## src/rtl/haze_pkg.sv

```systemverilog
// Shared types and constants for the haze-removal output streaming path.
package haze_pkg;

   localparam int PIXEL_W = 24;

   typedef enum logic {
      IDLE   = 1'b0,
      STREAM = 1'b1
   } state_t;

endpackage

```

## src/rtl/haze_sync_fifo.sv

```systemverilog
// Single-clock FIFO with pointer-difference level; a write into a full FIFO is
// accepted only when a read happens in the same cycle.
module haze_sync_fifo #(
   parameter int WIDTH = 24,
   parameter int DEPTH = 64
) (
   input  logic                     clk,
   input  logic                     rst,
   input  logic                     wr_en,
   input  logic [WIDTH-1:0]         wr_data,
   input  logic                     rd_en,
   output logic [WIDTH-1:0]         rd_data,
   output logic                     full,
   output logic                     empty,
   output logic [$clog2(DEPTH):0]   level
);

   localparam int AW = $clog2(DEPTH);

   logic [AW:0]      wr_ptr_q, wr_ptr_d;
   logic [AW:0]      rd_ptr_q, rd_ptr_d;
   logic [WIDTH-1:0] mem_q [DEPTH];
   logic [WIDTH-1:0] mem_d [DEPTH];
   logic             wr_ok, rd_ok;

   assign level   = wr_ptr_q - rd_ptr_q;
   assign full    = (level == (AW+1)'(DEPTH));
   assign empty   = (wr_ptr_q == rd_ptr_q);
   assign rd_data = mem_q[rd_ptr_q[AW-1:0]];
   assign rd_ok   = rd_en && !empty;
   assign wr_ok   = wr_en && (!full || rd_ok);

   always_comb begin
      wr_ptr_d = wr_ptr_q;
      rd_ptr_d = rd_ptr_q;
      mem_d    = mem_q;
      if (wr_ok) begin
         mem_d[wr_ptr_q[AW-1:0]] = wr_data;
         wr_ptr_d                = wr_ptr_q + (AW+1)'(1);
      end
      if (rd_ok) begin
         rd_ptr_d = rd_ptr_q + (AW+1)'(1);
      end
   end

   always_ff @(posedge clk) begin
      if (rst) begin
         wr_ptr_q <= '0;
         rd_ptr_q <= '0;
      end else begin
         wr_ptr_q <= wr_ptr_d;
         rd_ptr_q <= rd_ptr_d;
      end
   end

   // Storage needs no reset: the pointers alone define what is valid.
   always_ff @(posedge clk) begin
      mem_q <= mem_d;
   end

endmodule

```

## src/rtl/haze_out_stream.sv

```systemverilog
// Buffers haze-core pixels and streams them with frame/line markers over a
// valid/ready link. Define PIXEL_CHECKSUM_EN to add the per-frame checksum port.
module haze_out_stream
   import haze_pkg::*;
#(
   parameter int IMG_WIDTH  = 512,
   parameter int IMG_HEIGHT = 512,
   parameter int FIFO_DEPTH = 64
) (
   input  logic                            clk,
   input  logic                            rst,
   input  logic [PIXEL_W-1:0]              output_pixel,
   input  logic                            output_is_valid,
   output logic [PIXEL_W-1:0]              m_pixel,
   output logic                            m_valid,
   input  logic                            m_ready,
   output logic                            m_sof,
   output logic                            m_eol,
   output logic                            m_eof,
   output logic [$clog2(FIFO_DEPTH):0]     fifo_level,
   output logic                            overflow,
`ifdef PIXEL_CHECKSUM_EN
   output logic                            frame_done,
   output logic [31:0]                     checksum
`else
   output logic                            frame_done
`endif
);

   localparam int CW = (IMG_WIDTH  > 1) ? $clog2(IMG_WIDTH)  : 1;
   localparam int RW = (IMG_HEIGHT > 1) ? $clog2(IMG_HEIGHT) : 1;

   logic [PIXEL_W-1:0] fifo_rd_data;
   logic               fifo_full, fifo_empty;
   logic               push, pop, drop, xfer;
   logic               last_col, last_row;

   logic [PIXEL_W-1:0] m_pixel_q, m_pixel_d;
   logic               m_valid_q, m_valid_d;
   logic               overflow_q, overflow_d;
   logic               frame_done_q, frame_done_d;
   logic [CW-1:0]      col_q, col_d;
   logic [RW-1:0]      row_q, row_d;
   state_t             state_q, state_d;

   assign xfer = m_valid_q && m_ready;
   assign pop  = !fifo_empty && (!m_valid_q || m_ready);
   assign push = output_is_valid && (!fifo_full || pop);
   assign drop = output_is_valid && fifo_full && !pop;

   haze_sync_fifo #(
      .WIDTH (PIXEL_W),
      .DEPTH (FIFO_DEPTH)
   ) u_fifo (
      .clk     (clk),
      .rst     (rst),
      .wr_en   (push),
      .wr_data (output_pixel),
      .rd_en   (pop),
      .rd_data (fifo_rd_data),
      .full    (fifo_full),
      .empty   (fifo_empty),
      .level   (fifo_level)
   );

   // Counters point at the pixel held in the output register, so the flags
   // stay stable across a stall without extra registers.
   assign last_col   = (col_q == CW'(IMG_WIDTH - 1));
   assign last_row   = (row_q == RW'(IMG_HEIGHT - 1));
   assign m_sof      = m_valid_q && (col_q == '0) && (row_q == '0);
   assign m_eol      = m_valid_q && last_col;
   assign m_eof      = m_eol && last_row;
   assign m_pixel    = m_pixel_q;
   assign m_valid    = m_valid_q;
   assign overflow   = overflow_q;
   assign frame_done = frame_done_q;

   always_comb begin
      m_pixel_d  = m_pixel_q;
      m_valid_d  = m_valid_q;
      overflow_d = overflow_q | drop;
      col_d      = col_q;
      row_d      = row_q;
      if (pop) begin
         m_pixel_d = fifo_rd_data;
         m_valid_d = 1'b1;
      end else if (xfer) begin
         m_valid_d = 1'b0;
      end
      if (xfer) begin
         if (last_col) begin
            col_d = '0;
            row_d = last_row ? '0 : row_q + RW'(1);
         end else begin
            col_d = col_q + CW'(1);
         end
      end
   end

   always_comb begin
      state_d = state_q;
      case (state_q)
         IDLE:    if (xfer && !m_eof) state_d = STREAM;
         STREAM:  if (xfer && m_eof)  state_d = IDLE;
         default: state_d = IDLE;
      endcase
   end

   always_comb begin
      frame_done_d = xfer && m_eof;
   end

   always_ff @(posedge clk) begin
      if (rst) begin
         m_pixel_q    <= '0;
         m_valid_q    <= 1'b0;
         overflow_q   <= 1'b0;
         frame_done_q <= 1'b0;
         col_q        <= '0;
         row_q        <= '0;
         state_q      <= IDLE;
      end else begin
         m_pixel_q    <= m_pixel_d;
         m_valid_q    <= m_valid_d;
         overflow_q   <= overflow_d;
         frame_done_q <= frame_done_d;
         col_q        <= col_d;
         row_q        <= row_d;
         state_q      <= state_d;
      end
   end

`ifdef PIXEL_CHECKSUM_EN
   logic [31:0] sum_q, sum_d;
   logic [31:0] frame_sum_q, frame_sum_d;

   always_comb begin
      sum_d       = sum_q;
      frame_sum_d = frame_sum_q;
      if (xfer) begin
         if (m_eof) begin
            frame_sum_d = sum_q + {8'd0, m_pixel_q};
            sum_d       = '0;
         end else begin
            sum_d = sum_q + {8'd0, m_pixel_q};
         end
      end
   end

   always_ff @(posedge clk) begin
      if (rst) begin
         sum_q       <= '0;
         frame_sum_q <= '0;
      end else begin
         sum_q       <= sum_d;
         frame_sum_q <= frame_sum_d;
      end
   end

   assign checksum = frame_sum_q;
`endif

endmodule

```

## config.mk

```make
export PLATFORM = sky130hd
export DESIGN_NAME = haze_out_stream
export DESIGN_NICKNAME = d
export VERILOG_FILES = /design/src/rtl/haze_pkg.sv /design/src/rtl/haze_sync_fifo.sv /design/src/rtl/haze_out_stream.sv
export SDC_FILE = /design/constraint.sdc
export NUM_CORES = 2
export LEC_CHECK = 0
export ABC_AREA = 1
export BUFFER_PORTS_ARGS = -buffer_cell sky130_fd_sc_hd__buf_2
export CAP_MARGIN = 30
export CORE_MARGIN = 2
export CORE_UTILIZATION = 57
export DETAILED_ROUTE_END_ITERATION = 10
export HOLD_SLACK_MARGIN = 0.1
export PLACE_DENSITY = 0.76
export SLEW_MARGIN = 30
export SYNTH_ARGS = -nofsm -noshare
export SYNTH_HDL_FRONTEND = slang
export SYNTH_SLANG_ARGS = --single-unit
```

## constraint.sdc

```tcl
create_clock -name clk -period 3.44 [get_ports clk]
set_input_delay 0.172 -clock clk [delete_from_list [all_inputs] [get_ports clk]]
set_output_delay 0.172 -clock clk [all_outputs]
set_load 0.05 [all_outputs]
```

==> results by group <==
Die
  • Die width: 345 um
  • Die H: 345 um
  • Ports: 65
  • Core ar.: 116000 um^2
  • Full die area: 119000 um^2
  • Initial Utilization: 0.572
  • Row cnt: 125

Synth
  • Simple-Gate Fraction of Synth Area: 0.215
  • Synth Area in Compound Gates: 0.0178
  • Synth unique cells: 40
  • Area leader, netlist: edfxtp_1
  • Post-synthesis mux area share: 0
  • Seq/Total Area, Yosys: 0.714
  • Yosys reg bits: 1595
  • Cells after synthesis: 6053
  • Synth warn: 0
  • Synthesized area: 66200 um^2
  • Syn Nets: 6096
  • Yosys top cell area share: 0.697
  • EDFF count, synth: 1536
  • Fraction of registers with async set or reset after synthesis: 0
  • XOR/XNOR share of the synthesized area: 0.000926
  • Most common cell in the synthesized netlist: nand2_1
  • Largest family of logic cells by synthesized area: simple AND/OR/NAND/NOR gates
  • Adder-Cell Fraction of Synth Area: 0.00295
  • Ranking of synthesized cells by area: edfxtp_1, nand2_1, nand3_1
  • Syn avg cell area: 10.9 um^2
  • Commonest cells in the netlist: nand2_1, edfxtp_1, nand3_1
  • Top FF cell, synth: edfxtp_1

STA
  • Final setup fails: 0
  • Slew at the pin closest to its max-slew limit: 1.03 ns
  • Max Freq: 308 MHz
  • Period minus WS final: 3.24 ns
  • RSZ-0062 raised after global routing: false
  • Fin crit share: 0.943
  • Pins Over Slew Limit: 0
  • Final Hold Fails: 0
  • Max-slew headroom: 0.317
  • Setup tns final: 0 ns
  • Clk_skew: 0.0398 ns
  • Final WS setup: 0.196 ns

Setup path
  • Critical Path AT: 3.68 ns
  • Crit start category: register
  • Critical path capture point type: register
  • Worst-path fanout max: 24
  • Crit Path Class: register to register
  • WP data required: 3.88 ns

Clock network
  • CTS Sinks: 1595
  • Worst skew pair latency: 0.79 ns
  • CTS tree: done
  • Num CTS Buffers: 161
  • H-tree Lvls: 4
  • CTS Buffer Depth: 3
  • Postcts setup bufs: 0
  • Root Buffer: clkbuf_16
  • Worst-path clk slew: 0.06 ns
  • PostCTS Resize Cnt: 0

Pwr
  • Power density cells: 736 nW/um^2
  • Leak: 29.0 nW
  • Peak supply drop: 0.631 mV

GRT
  • Vias in the first global route: 42900
  • Overflow after GRT: 0
  • GRT Util Overall: 0.317
  • Pin count of the biggest net entering global routing: 208
  • Global-route wire length before repair: 274000 um
  • Initial antenna violation count: 6

Drt
  • Via count: 45700
  • Post-DRT Antenna Nets: 0
  • WL/cell: 24.2 um
  • Pre-antenna DRT Iters: 6
  • DR vias/cell: 5.86
  • Post-route DRC violation count: 0
  • Final wirelength: 189000 um
  • First DRT Iteration DRCs: 7492

Place
  • Dpl ws: 0.292 ns
  • Gpl congestion: 0.940
  • PortBufs: 64
  • DP Wirelength: 107000 um

Min path
  • Worst hold path class: input port to register

Final layout
  • Fin util: 0.644
  • # nets final: 6185
  • Fraction of layout cells with a size suffix above 1: 0.0864
  • Area Growth Syn to Fin: 12.5%

Job
  • Max Cap Viol: 0

Run status
  • Status: finished clean
## routing by layer
layer,wire [um],vias up,global-route usage
met5,0,-,0
met4,10100,0,0.154
met3,21900,519,0.0710
met2,85600,2918,0.486
met1,71200,21700,0.435
li1,-,20600,-
## registers in the layout (all words and copies together), names as in the netlist
signal / flops
col_q: 9
frame_done: 1
m_pixel: 24
m_valid: 1
overflow: 1
row_q: 9
u_fifo.mem_q: 1536
u_fifo.rd_ptr_q: 7
u_fifo.wr_ptr_q: 7
## layout by cell type (no fill, tap or decap), types with 9 or more instances in the layout
cell type and n:
nand2_1 2234, edfxtp_1 1536, nand3_1 929, inv_1 423
nor2_1 168, clkbuf_16 168, a21oi_1 150, buf_4 118
nor2_2 63, o21ai_0 57, dfxtp_1 55, buf_2 50
buf_12 48, clkbuf_1 41, clkinv_1 33, dlygate4sd3_1 27
clkinv_2 22, nor3_1 17, ha_1 14, bufinv_16 13
buf_6 10, nand2_4 9, o21ai_1 9
## through the flow
stage               power [mW]  hold slack, ns  instance area [um^2]  instances
global placement          37.1           0.457                 68900       7471
floorplan                 31.6           0.271                 66300       6053
finish                    54.9           0.169                 74500       7798
detailed placement        37.3           0.479                 68900       7472
CTS                       54.5           0.102                 74400       7787
global route              56.8           0.128                 74500       7797
## power breakdown
part,internal [mW],switching (mW)
clock,10.0,7.31
sequential,21.5,0.255
combinational,3.91,11.9
total,35.4,19.4
## critical path, stage by stage, from the launching register on
cell and delay (ns):
dfxtp_1 0.32, inv_1 0.10, ha_1 0.23, fa_1 0.43
inv_1 0.07, nand3_1 0.08, nand2_1 0.10, nand2_1 0.07
nand3_1 0.07, nand2_1 0.11, nand3_4 0.16, nand2_4 0.10
inv_6 0.17, nand2_4 0.33, nor2_2 0.18, buf_4 0.35
## cell families (layout without fill, tap and decap cells)
group | after synthesis | count (layout)
simple gates | 3445 | 3445
xor+xnor | 7 | 7
other cells | 0 | 1
buf+inv | 762 | 982
compound gates | 229 | 229
flops | 1595 | 1595
fa+ha+maj | 15 | 15
## area by class of cell
type                       count  area (um^2)
inverter                     433         1670
fill                        8643        41200
clock buffer                 213         4410
tap                         1524         1910
clock inverter                81          811
sequential                  1595        47300
multi-input combinational   3696        15900
antenna                        1         2.50
timing repair buffer         255         2530
## what timing repair did
item | CTS | global route
endpoints found under the setup margin | 0 | 0
hold buffers | 21 | 6
endpoints found under the hold margin | 602 | 352
## final timing paths
path | endpoint | start | slack, ns | cells past startpoint
worst min register to register | col_q[5] | col_q[5] | 0.49 | 2
worst max-delay path | u_fifo.mem_q[1095] | u_fifo.wr_ptr_q[0] | 0.20 | 15
worst min-delay path | u_fifo.mem_q[1116] | output_pixel[12] | 0.17 | 1
worst max register to register | u_fifo.mem_q[1095] | u_fifo.wr_ptr_q[0] | 0.20 | 15
(Power assumes the default switching activity.)
